--- src/rtl/sif_xa_master.sv ---
// sif_xa_master: queues read/write commands and serialises them into single-cycle SIF xa strobes.
// Optional: define SIF_XA_WR_VERIFY_EN to read back every write and flag mismatches on wr_err.
module sif_xa_master #(
    parameter int ADDR_W     = 8,
    parameter int DATA_W     = 8,
    parameter int FIFO_DEPTH = 4,
    parameter int RD_LAT     = 2,
    parameter int GAP        = 1
) (
    input  logic                        clk,
    input  logic                        rst,
    input  logic                        cmd_valid,
    output logic                        cmd_ready,
    input  logic                        cmd_wr,
    input  logic [ADDR_W-1:0]           cmd_addr,
    input  logic [DATA_W-1:0]           cmd_data,
    output logic                        rsp_valid,
    input  logic                        rsp_ready,
    output logic [ADDR_W-1:0]           rsp_addr,
    output logic [DATA_W-1:0]           rsp_data,
    output logic                        xa_wr_s,
    output logic                        xa_rd_s,
    output logic [ADDR_W-1:0]           xa_addr,
    output logic [DATA_W-1:0]           xa_data_wr,
    input  logic [DATA_W-1:0]           xa_data_rd,
    output logic                        busy,
`ifdef SIF_XA_WR_VERIFY_EN
    output logic                        wr_err,
    output logic [ADDR_W-1:0]           wr_err_addr,
`endif
    output logic [$clog2(FIFO_DEPTH):0] cmd_count
);

    localparam int PTR_W   = $clog2(FIFO_DEPTH);
    localparam int CNT_MAX = (RD_LAT > GAP) ? RD_LAT : GAP;
    localparam int CNT_W   = $clog2(CNT_MAX + 1);
    localparam logic [PTR_W:0] FULL_CNT = (PTR_W + 1)'(FIFO_DEPTH);

    typedef struct packed {
        logic              wr;
        logic [ADDR_W-1:0] addr;
        logic [DATA_W-1:0] data;
    } cmd_t;

    typedef enum logic [1:0] {S_IDLE, S_ISSUE, S_RD_WAIT, S_GAP} state_t;

    cmd_t              fifo_mem [FIFO_DEPTH];
    logic [PTR_W-1:0]  wr_ptr_q, rd_ptr_q;
    logic [PTR_W:0]    count_q;
    cmd_t              head;
    logic              push, pop, dispatch, vfy_go, rd_ok, last_rd, last_gap, iss_vfy;

    state_t            state_q;
    logic [CNT_W-1:0]  cnt_q;
    cmd_t              iss_q;
    logic              rsp_valid_q;
    logic [ADDR_W-1:0] rsp_addr_q;
    logic [DATA_W-1:0] rsp_data_q;
    logic              xa_wr_s_q, xa_rd_s_q;
    logic [ADDR_W-1:0] xa_addr_q;
    logic [DATA_W-1:0] xa_data_wr_q;
`ifdef SIF_XA_WR_VERIFY_EN
    logic              vfy_pend_q, iss_vfy_q, wr_err_q;
    logic [ADDR_W-1:0] wr_err_addr_q;
`endif

    assign head      = fifo_mem[rd_ptr_q];
    assign cmd_ready = !rst && (count_q != FULL_CNT);
    assign push      = cmd_valid && cmd_ready;
    assign last_rd   = (cnt_q == CNT_W'(RD_LAT));
    assign last_gap  = (cnt_q == CNT_W'(GAP));
    // A read may only leave the FIFO once the response slot is (or is becoming) free.
    assign rd_ok     = (!rsp_valid_q || rsp_ready) && (state_q != S_RD_WAIT);

`ifdef SIF_XA_WR_VERIFY_EN
    assign iss_vfy = iss_vfy_q;
    assign vfy_go  = dispatch && vfy_pend_q;
`else
    assign iss_vfy = 1'b0;
    assign vfy_go  = 1'b0;
`endif

    // NOTE: every signal written in always_comb gets a default first, so no latch is inferred.
    always_comb begin
        dispatch = 1'b0;
        unique case (state_q)
            S_IDLE:    dispatch = 1'b1;
            S_ISSUE:   dispatch = (GAP == 0) && iss_q.wr;
            S_RD_WAIT: dispatch = (GAP == 0) && last_rd;
            S_GAP:     dispatch = last_gap;
            default:   dispatch = 1'b0;
        endcase
    end

    assign pop = dispatch && !vfy_go && (count_q != '0) && (head.wr || rd_ok);

    always_ff @(posedge clk or posedge rst) begin
        if (rst) begin
            wr_ptr_q <= '0;
            rd_ptr_q <= '0;
            count_q  <= '0;
        end else begin
            if (push) wr_ptr_q <= wr_ptr_q + PTR_W'(1);
            if (pop)  rd_ptr_q <= rd_ptr_q + PTR_W'(1);
            if (push && !pop)      count_q <= count_q + (PTR_W + 1)'(1);
            else if (pop && !push) count_q <= count_q - (PTR_W + 1)'(1);
        end
    end

    // NOTE: FIFO storage is deliberately not reset; an entry is never read before it is written.
    always_ff @(posedge clk) begin
        if (push) fifo_mem[wr_ptr_q] <= '{wr: cmd_wr, addr: cmd_addr, data: cmd_data};
    end

    always_ff @(posedge clk or posedge rst) begin
        if (rst) begin
            state_q      <= S_IDLE;
            cnt_q        <= '0;
            iss_q        <= '0;
            rsp_valid_q  <= 1'b0;
            rsp_addr_q   <= '0;
            rsp_data_q   <= '0;
            xa_wr_s_q    <= 1'b0;
            xa_rd_s_q    <= 1'b0;
            xa_addr_q    <= '0;
            xa_data_wr_q <= '0;
`ifdef SIF_XA_WR_VERIFY_EN
            vfy_pend_q    <= 1'b0;
            iss_vfy_q     <= 1'b0;
            wr_err_q      <= 1'b0;
            wr_err_addr_q <= '0;
`endif
        end else begin
            xa_wr_s_q <= 1'b0;
            xa_rd_s_q <= 1'b0;
            if (rsp_valid_q && rsp_ready) rsp_valid_q <= 1'b0;

            unique case (state_q)
                S_IDLE: ;
                S_ISSUE: begin
                    cnt_q <= CNT_W'(1);
                    if (!iss_q.wr)    state_q <= S_RD_WAIT;
                    else if (GAP == 0) state_q <= S_IDLE;
                    else               state_q <= S_GAP;
                end
                S_RD_WAIT: begin
                    if (last_rd) begin
                        cnt_q   <= CNT_W'(1);
                        state_q <= (GAP == 0) ? S_IDLE : S_GAP;
                        if (iss_vfy) begin
`ifdef SIF_XA_WR_VERIFY_EN
                            // First mismatching address is kept until reset.
                            if (xa_data_rd != iss_q.data) begin
                                wr_err_q <= 1'b1;
                                if (!wr_err_q) wr_err_addr_q <= iss_q.addr;
                            end
`endif
                        end else begin
                            rsp_valid_q <= 1'b1;
                            rsp_addr_q  <= iss_q.addr;
                            rsp_data_q  <= xa_data_rd;
                        end
                    end else begin
                        cnt_q <= cnt_q + CNT_W'(1);
                    end
                end
                S_GAP: begin
                    if (last_gap) state_q <= S_IDLE;
                    else          cnt_q   <= cnt_q + CNT_W'(1);
                end
                default: state_q <= S_IDLE;
            endcase

`ifdef SIF_XA_WR_VERIFY_EN
            if (vfy_go) begin
                state_q    <= S_ISSUE;
                xa_rd_s_q  <= 1'b1;
                xa_addr_q  <= iss_q.addr;
                iss_q.wr   <= 1'b0;
                iss_vfy_q  <= 1'b1;
                vfy_pend_q <= 1'b0;
            end else
`endif
            if (pop) begin
                state_q   <= S_ISSUE;
                iss_q     <= head;
                xa_addr_q <= head.addr;
                if (head.wr) begin
                    xa_wr_s_q    <= 1'b1;
                    xa_data_wr_q <= head.data;
                end else begin
                    xa_rd_s_q <= 1'b1;
                end
`ifdef SIF_XA_WR_VERIFY_EN
                iss_vfy_q  <= 1'b0;
                vfy_pend_q <= head.wr;
`endif
            end
        end
    end

    assign rsp_valid  = rsp_valid_q;
    assign rsp_addr   = rsp_addr_q;
    assign rsp_data   = rsp_data_q;
    assign xa_wr_s    = xa_wr_s_q;
    assign xa_rd_s    = xa_rd_s_q;
    assign xa_addr    = xa_addr_q;
    assign xa_data_wr = xa_data_wr_q;
    assign busy       = (count_q != '0) || (state_q != S_IDLE);
    assign cmd_count  = count_q;
`ifdef SIF_XA_WR_VERIFY_EN
    assign wr_err      = wr_err_q;
    assign wr_err_addr = wr_err_addr_q;
`endif

endmodule
--- config.mk ---
export PLATFORM = sky130hd
export DESIGN_NAME = sif_xa_master
export DESIGN_NICKNAME = d
export VERILOG_FILES = /design/src/rtl/sif_xa_master.sv
export SDC_FILE = /design/constraint.sdc
export NUM_CORES = 1
export LEC_CHECK = 0
export ABC_AREA = 1
export CAP_MARGIN = 20
export CORE_ASPECT_RATIO = 2
export CORE_MARGIN = 2
export CORE_UTILIZATION = 55
export CTS_BUF_LIST = sky130_fd_sc_hd__clkbuf_4
export DETAILED_ROUTE_END_ITERATION = 7
export PLACE_DENSITY_LB_ADDON = 0.3
export SYNTH_ARGS = -nofsm -noshare
export SYNTH_HDL_FRONTEND = slang
export SYNTH_SLANG_ARGS = --single-unit
--- constraint.sdc ---
create_clock -name clk -period 2.8 [get_ports clk]
set_input_delay 0.56 -clock clk [delete_from_list [all_inputs] [get_ports clk]]
set_output_delay 0.56 -clock clk [all_outputs]
set_load 0.1 [all_outputs]
-- Yosys cells after proc, flatten, opt, wreduce, memory -nomap -nowiden
Memory sizes are Yosys's and may differ from the RTL's.
Cells that the tools add are included.
- memories kept: 1
- memory bits (writable): 68
- bits of input ports: 29
- logic and storage cells: 75
- output and inout port bits: 40
- bits in registers: 47
- equal/unequal tests: 10
- muxes and demuxes: 20
- reductions and logical operators: 26
- add/sub/neg operators: 5
- memory list (memory ; depth ; width ; read ports ; clocked after memory_dff ; write ports ; line ; text):
    fifo_mem ; 4 ; 17 ; 1 ; 0 ; 1 ; 47 ; cmd_t fifo_mem [FIFO_DEPTH];
- operator list (operator ; number):
    one-hot mux 2 bit (3 select lines) ; 2
    2-to-1 mux 1 bit ; 10
    2-to-1 mux 2 bit ; 5
    != test 3 bit (second input constant) ; 3
    logical AND 1 bit ; 8
    adder 2 x 1 -> 2 bit (second input constant) ; 3
    == test 2 bit (second input constant) ; 3
    2-to-1 mux 3 bit ; 2
    AND reduction 2 bit ; 3
    nonzero test 3 bit ; 2
    == test 2 x 1 -> 1 bit (second input constant) ; 2
    zero test 1 bit ; 4
    != test 2 bit (second input constant) ; 2
    nonzero test 2 bit ; 2
    nonzero test 4 bit ; 1
    adder 3 x 1 -> 3 bit (second input constant) ; 1
    logical OR 1 bit ; 3
    one-hot mux 1 bit (3 select lines) ; 1
    AND reduction 3 bit ; 1
    subtractor 3 x 1 -> 3 bit (second input constant) ; 1
    zero test 2 bit ; 1
    OR reduction 2 bit ; 1

-- Depth between registers and ports, before layout
Gate-level depths: netlist (run 1).
- depth in word-level cells: 8
- mapped depth: 17
- mapped depth without buffers: 16

-- Worst setup path after synthesis (run 1)
No wires, ideal clock.
- path type: register -> register
- start: register count_q[1], in the netlist cmd_count[1]
- end: memory fifo_mem[0][0] (netlist name) (enable)
- arrival time: 4.220 ns
- setup time: 0.391 ns
- cell stages (with the launch flop): 5
- clock period less this slack: 4.611 ns
- data required time: 2.409 ns
- path buffers: 0
- setup slack: -1.811 ns
- cells stage by stage: dfrtp_1 > inv_1 > a31oi_1 > nand2_1 > nor2_1
- longest elaborated chain between the ends: 5
- ends and longest elaborated chain (item ; line ; text):
    start, declared ; 49 ; logic [PTR_W:0] count_q;
    start signal, assigned ; 105 ; if (push && !pop) count_q <= count_q + (PTR_W + 1)'(1);
    start signal, assigned ; 106 ; else if (pop && !push) count_q <= count_q - (PTR_W + 1)'(1);
    != test 3 bit ; 68 ; assign cmd_ready = !rst && (count_q != FULL_CNT);
    logical AND 1 bit ; 68 ;
    net cmd_ready ; 13 ; output logic cmd_ready,
    logical AND 1 bit ; 69 ; assign push = cmd_valid && cmd_ready;
    2-to-1 mux 1 bit ; 112 ; if (push) fifo_mem[wr_ptr_q] <= '{wr: cmd_wr, addr: cmd_addr, data: cmd_data};
    2-to-1 mux 1 bit (implied by the code) ; 112 ;
    end, declared ; 47 ;
The timed path passes the listed nets, and every way through them passes these cells.

-- Final worst setup path (run 1)
- start: register rd_ptr_q[0]
- end: register count_q[2], in the netlist cmd_count[2]
- longest elaborated chain between the ends: 6
- elaborated cells on any way between the ends: 8
- those cells by class: mux: 1; reduce/logical: 6; memory: 1
- ends and longest elaborated chain (item ; line ; text):
    start, declared ; 48 ; logic [PTR_W-1:0] wr_ptr_q, rd_ptr_q;
    start signal, assigned ; 104 ; if (pop) rd_ptr_q <= rd_ptr_q + PTR_W'(1);
    memory read (4 x 17 bit) (*) ; - ;
    logical OR 1 bit (*) ; 95 ; assign pop = dispatch && !vfy_go && (count_q != '0) && (head.wr || rd_ok);
    logical AND 1 bit (*) ; 95 ;
    zero test 1 bit ; 105 ;
    logical AND 1 bit ; 105 ;
    2-to-1 mux 3 bit / nonzero test 2 bit (equally long branches) ; - ;
Mark *: on every way between the ends. The rest lies on a longest branch, timed or not.
A chain may end at the register's enable or synchronous reset.

==> flow_summary.ini, run 1 <==
[cts]
cts_setup_buffers = 0
clock_path_buffers = 2
clock_sink_count = 115
insertion_delay_ns = 0.51
path_clk_slew_ns = 0.10
numCtsBuffers = 17
clk_root_buffer_cell = clkbuf_4
cts_tree = done
cts-resized-gates = 0
cts_hold_buf = 0
htree_levels = 4

[sta]
fmax_ghz = 0.427
worst_slack_ns = 0.456
fin_crit_sh = 0.837
drv_slew = 0
setup_viol = 0
skew_ns = 0.0112
grt_setup_unrepaired = no
worst_pin_slew_ns = 0.592
finalHoldViolCount = 0
layout_min_cycle_time_ns = 2.34
finalSetupTns_ns = 0
slew-limit-headroom = 0.605

[floorplan]
die-area_sq_um = 9480
die_h_um = 136
start_util = 0.559
die_x_um = 69.8
coreArea_sq_um = 8530
ios = 69
rows = 48

[synth]
ys.flop_type = edfxtp_1
ys_seq_area_frac = 0.675
avgSynthCellArea_sq_um = 12.1
syn-num-nets = 437
syn-cell-area_sq_um = 4770
syn_inst = 395
ys_ff_latch = 115
synth_warnings = 0
synthDistinctLibCells = 33
async_flop_share = 0.409
synth_edf_count = 68

[global_route]
track_usage = 0.198
grt_pass1_wl_um = 14200
grt_pass1_vias = 2968
antenna_found_initial = 1
overflow = 0
grt_max_degree = 34

[place]
port_buffers = 68
dp_slack_ns = 0.183
dp_hpwl_um = 6080
gp_congestion = 0.785

[route]
detail-route-antenna-nets = 0
drt_iter0_drc = 137
wl_per_cell_um = 14.9
vias_per_cell = 5.17
vias = 3017
drc = 0
firstDrtPassIters = 4
wl_um = 8720

[setup_path]
required_ns = 3.24
slowest_delay_ns = 0.73
worst_path_max_delay_cell = dfrtp_1
crit_type = reg -> reg
cp_data_arrival_time_ns = 2.78
cp-start-kind = flop
endpoint_kind = flop
crit_fanout = 18
path_cells = nand2_1 > nand3_1 > nand2_2 > nand2_4 > nand2_4 > inv_1 > ha_1 > inv_1 > fa_1 > nor2_1 > nor2_1 > nand2_1 > xor2_1

[layout]
fill_cells = 668
layout-area-overhead-vs-synth_pct = 19.9
final_nets = 512
drive_above_1_share = 0.255

[worst_hold_path]
hold_class = reg -> reg

[flow_run]
drv_cap = 0

[outcome]
status = complete, no violations
## layout make-up
type,count,area [sq um],share of cell area
Sequential cell,115,3230,0.564
Multi-Input combinational cell,221,1270,0.223
Clock inverter,14,140,0.0245
Timing Repair Buffer,79,676,0.118
Tap cell,100,125,0.0219
Antenna cell,1,2.50,0.000438
Inverter,36,139,0.0243
Clock buffer,18,135,0.0236
## metal layers
layer / vias to the layer above / global-route usage / part of all wire
met3: 12 / 0.0647 / 0.044
met2: 72 / 0.352 / 0.56
met1: 1447 / 0.222 / 0.38
li1: 1486 / - / -
met4: 0 / 0.0673 / 0.015
met5: - / 0 / 0
## critical path, delay by kind of cell, from the launching register on
kind	cells	cell delay, ns
flops	1	0.73
xor+xnor	1	0.14
simple gates	8	0.75
fa+ha+maj	2	0.52
buf+inv	2	0.13
## cells in the mapped netlist (2+ instances only)
master | instances | share of area
edfxtp_1 | 68 | 0.43
nand2_1 | 62 | 0.049
dfrtp_1 | 47 | 0.25
o21ai_0 | 44 | 0.046
nor2_1 | 42 | 0.033
inv_1 | 32 | 0.025
o22ai_1 | 17 | 0.022
ha_1 | 12 | 0.031
o21ai_2 | 10 | 0.018
buf_4 | 9 | 0.014
mux2_2 | 8 | 0.019
buf_2 | 6 | 0.0063
nand3_1 | 5 | 0.0052
a21oi_1 | 4 | 0.0042
buf_6 | 3 | 0.0071
clkbuf_2 | 3 | 0.0031
nand2_4 | 3 | 0.0071
inv_2 | 2 | 0.0016
nand2_2 | 2 | 0.0026
or2_2 | 2 | 0.0026
xor2_1 | 2 | 0.0037
## flip-flops by register name, indices dropped and copies added, names as in the netlist
name	count
xa_addr	8
wr_ptr_q	2
rsp_addr	8
xa_rd_s	1
state_q	2
rd_ptr_q	2
fifo_mem	68
rsp_data	8
rsp_valid	1
cmd_count	3
xa_wr_s	1
xa_data_wr	8
cnt_q	2
iss_q	1
## through the flow
stage / util / area [sq um] / hold WS [ns] / instances
5_1_grt: 0.670 / 5720 / 0.507 / 584
4_1_cts: 0.670 / 5720 / 0.494 / 583
6_report: 0.670 / 5720 / 0.489 / 584
3_3_place_gp: 0.638 / 5440 / 0.458 / 551
2_1_floorplan: - / 4800 / 0.442 / 395
3_5_place_dp: 0.638 / 5440 / 0.467 / 551
## cells in the final DEF (no fill, tap or decap), types with 5 or more instances in the layout
master,Yosys,routed
edfxtp_1,68,68
nand2_1,62,61
buf_4,9,50
o21ai_0,44,44
dfrtp_1,47,44
nor2_1,42,38
inv_1,32,31
clkdlybuf4s50_1,0,28
clkbuf_4,0,18
o22ai_1,17,17
ha_1,12,12
o21ai_2,10,10
mux2_2,8,8
nand3_1,5,5
clkinv_2,1,5
## path summary, 6_finish.rpt
kind	slack, ns	start	depth (start not counted)	end
min in group asynchronous	0.51	rst	2	cmd_count[0]
setup reg to reg	0.46	rd_ptr_q[0]	13	cmd_count[2]
hold reg to reg	0.49	xa_data_wr[2]	2	xa_data_wr[2]
max in group asynchronous	1.68	rst	3	xa_data_wr[7]
setup / recovery	0.46	rd_ptr_q[0]	13	cmd_count[2]
hold / removal	0.49	xa_data_wr[2]	2	xa_data_wr[2]
## cells by family (layout without fill, tap and decap cells)
kind of cell               count (synthesis)  in the layout  synth area share
other                                      0              1                 0
muxes                                      8              8            0.0189
buffers and inverters                     59            147            0.0638
xor gates and xnor gates                   4              4           0.00892
adders and majority gates                 13             13            0.0357
DFF                                      115            115             0.675
AOI/OAI and AO/OA                         78             78            0.0950
and+or+nand+nor                          118            118             0.103
Power of run 1 is left out: the tool's default activity adds up to more than one toggle a clock period on the data nets, which glitch-free logic cannot reach.
==> run 2: changes to the inputs <==
- CORE_UTILIZATION: 55 -> 51
- clock period: 2.8 -> 2 ns (I/O delays scaled with it)
==> run 2 against run 1 <==
  * The flow now finishes with violations (setup timing)
  * Die area up 7.5%
  * Wire length increased by 9.6%
  * Register-to-register slack got worse by 0.52 ns
  * Core utilization shrank 1.3 points
  * Cell count rose by 4.6%
  * Cell area is 5.7% higher
  * Flip-flop and latch count unchanged
  * Critical path type unchanged
  * Critical endpoint unchanged
==> flow_summary.ini, run 2 (same netlist as run 1, synthesis figures left out) <==
[outcome]
status = finished with violations
failed_checks = setup timing

[sta]
skew_ns = 0.0178
fin_crit_sh = 1.03
layout_min_cycle_time_ns = 2.06
drv_slew = 0
worst_slack_ns = -0.0606
slew-limit-headroom = 0.792
worst_pin_slew_ns = 0.312
finalHoldViolCount = 0
fmax_ghz = 0.485
setup_viol = 2
grt_setup_unrepaired = yes

[flow_run]
drv_cap = 0

[floorplan]
ios = 69
die_h_um = 141
rows = 50
coreArea_sq_um = 9200
die_x_um = 72.4
start_util = 0.519
die-area_sq_um = 10200

[layout]
drive_above_1_share = 0.316
utilization = 0.657
largest_reg_flops = 68
diodes = 0
final_common_cell = edfxtp_1
fill_cells = 740
final_cell_mix = edfxtp_1, buf_4, nand2_1
layout-area-overhead-vs-synth_pct = 26.7
top_register = fifo_mem
final_nets = 536

[setup_path]
cp_data_arrival_time_ns = 2.48
crit_type = reg -> reg
endpoint_kind = flop
required_ns = 2.42
crit_fanout = 4
cp-start-kind = flop

[cts]
cts_tree = done
numCtsBuffers = 17
clock_path_buffers = 2
clk_root_buffer_cell = clkbuf_4
clock_sink_count = 115
htree_levels = 4
path_clk_slew_ns = 0.11
cts_hold_buf = 0
insertion_delay_ns = 0.50

[place]
dp_hpwl_um = 6550
port_buffers = 68
gp_congestion = 0.771

[route]
wl_um = 9560
vias = 3150
drt_iter0_drc = 202
firstDrtPassIters = 4
detail-route-antenna-nets = 0
vias_per_cell = 5.16
drc = 0
wl_per_cell_um = 15.7

[global_route]
overflow = 0
grt_pass1_wl_um = 15800
track_usage = 0.206
grt_max_degree = 48
grt_pass1_vias = 3219
antenna_found_initial = 0

[worst_hold_path]
hold_class = in -> async
run 2: cell types whose count changed in the layout (fill, tap and decap cells not counted), moves of 2 or more:
cell      previous run  this run
buf_4               50        66
ha_1                12         9
buf_12               1         8
clkinv_4             3         0
inv_6                0         2
inv_1               31        23
inv_4                1         5
ha_4                 0         2
inv_2                3         7
run 2: path summary, 6_finish.rpt:
| path | startpoint | end | slack (ns) | cells after the start |
|---|---|---|---|---|
| max in group asynchronous | rst | cmd_count[0] | 1.29 | 4 |
| max reg2reg | state_q[1] | cmd_count[2] | -0.06 | 15 |
| min reg2reg | xa_data_wr[7] | xa_data_wr[7] | 0.49 | 2 |
| max | state_q[1] | cmd_count[2] | -0.06 | 15 |
| min in group clk | xa_data_wr[7] | xa_data_wr[7] | 0.49 | 2 |
| min | rst | state_q[0] | 0.43 | 4 |
run 2: timing repair:
item	CTS	global route
pin swaps	10	6
endpoints found under the setup margin	4	4
hold endpoints to repair	0	0
gates resized for setup	7	2
buffers inserted	1	0
run 2: layout make-up:
| class | instances | area (sq um) | area share |
|---|---|---|---|
| clock inverter | 14 | 138 | 0.0228 |
| tap | 104 | 130 | 0.0215 |
| clock buffer | 18 | 135 | 0.0224 |
| inverter | 36 | 149 | 0.0246 |
| multi-input combinational | 221 | 1320 | 0.218 |
| sequential | 115 | 3230 | 0.534 |
| timing repair buffer | 103 | 947 | 0.157 |
run 2: layer usage:
| layer | up-vias | wire length (um) | GRT usage |
|---|---|---|---|
| met1 | 1540 | 3930 | 0.260 |
| met3 | 10 | 308 | 0.0486 |
| met4 | 0 | 123 | 0.0838 |
| met2 | 64 | 5200 | 0.338 |
| li1 | 1536 | - | - |
| met5 | - | 0 | 0 |
run 2: worst max-delay path: stages, from the launching register on:
cell	delay, ns
dfrtp_1	0.42
inv_2	0.07
ha_4	0.28
o21ai_2	0.05
nand2_1	0.07
clkinv_2	0.09
nand2_4	0.09
nand2_4	0.05
inv_4	0.05
ha_4	0.11
inv_2	0.04
fa_2	0.34
nor2_2	0.11
nor2_1	0.04
nand2_1	0.06
xor2_1	0.13
run 2: stage by stage:
step                      area [sq um]  hold WS (ns)  std cells  TNS [ns]  worst slack [ns]
after floorplan                   4830         0.442        395    -31.65            -0.545
after global placement            5760         0.468        581    -0.423            -0.233
after detailed placement          5760         0.467        581    -0.443            -0.246
after CTS                         6040         0.400        611    -0.138           -0.0820
after global routing              6040         0.417        611    -0.476            -0.212
final                             6040         0.425        611   -0.0941           -0.0606
Power of run 2 is left out for the same reason.
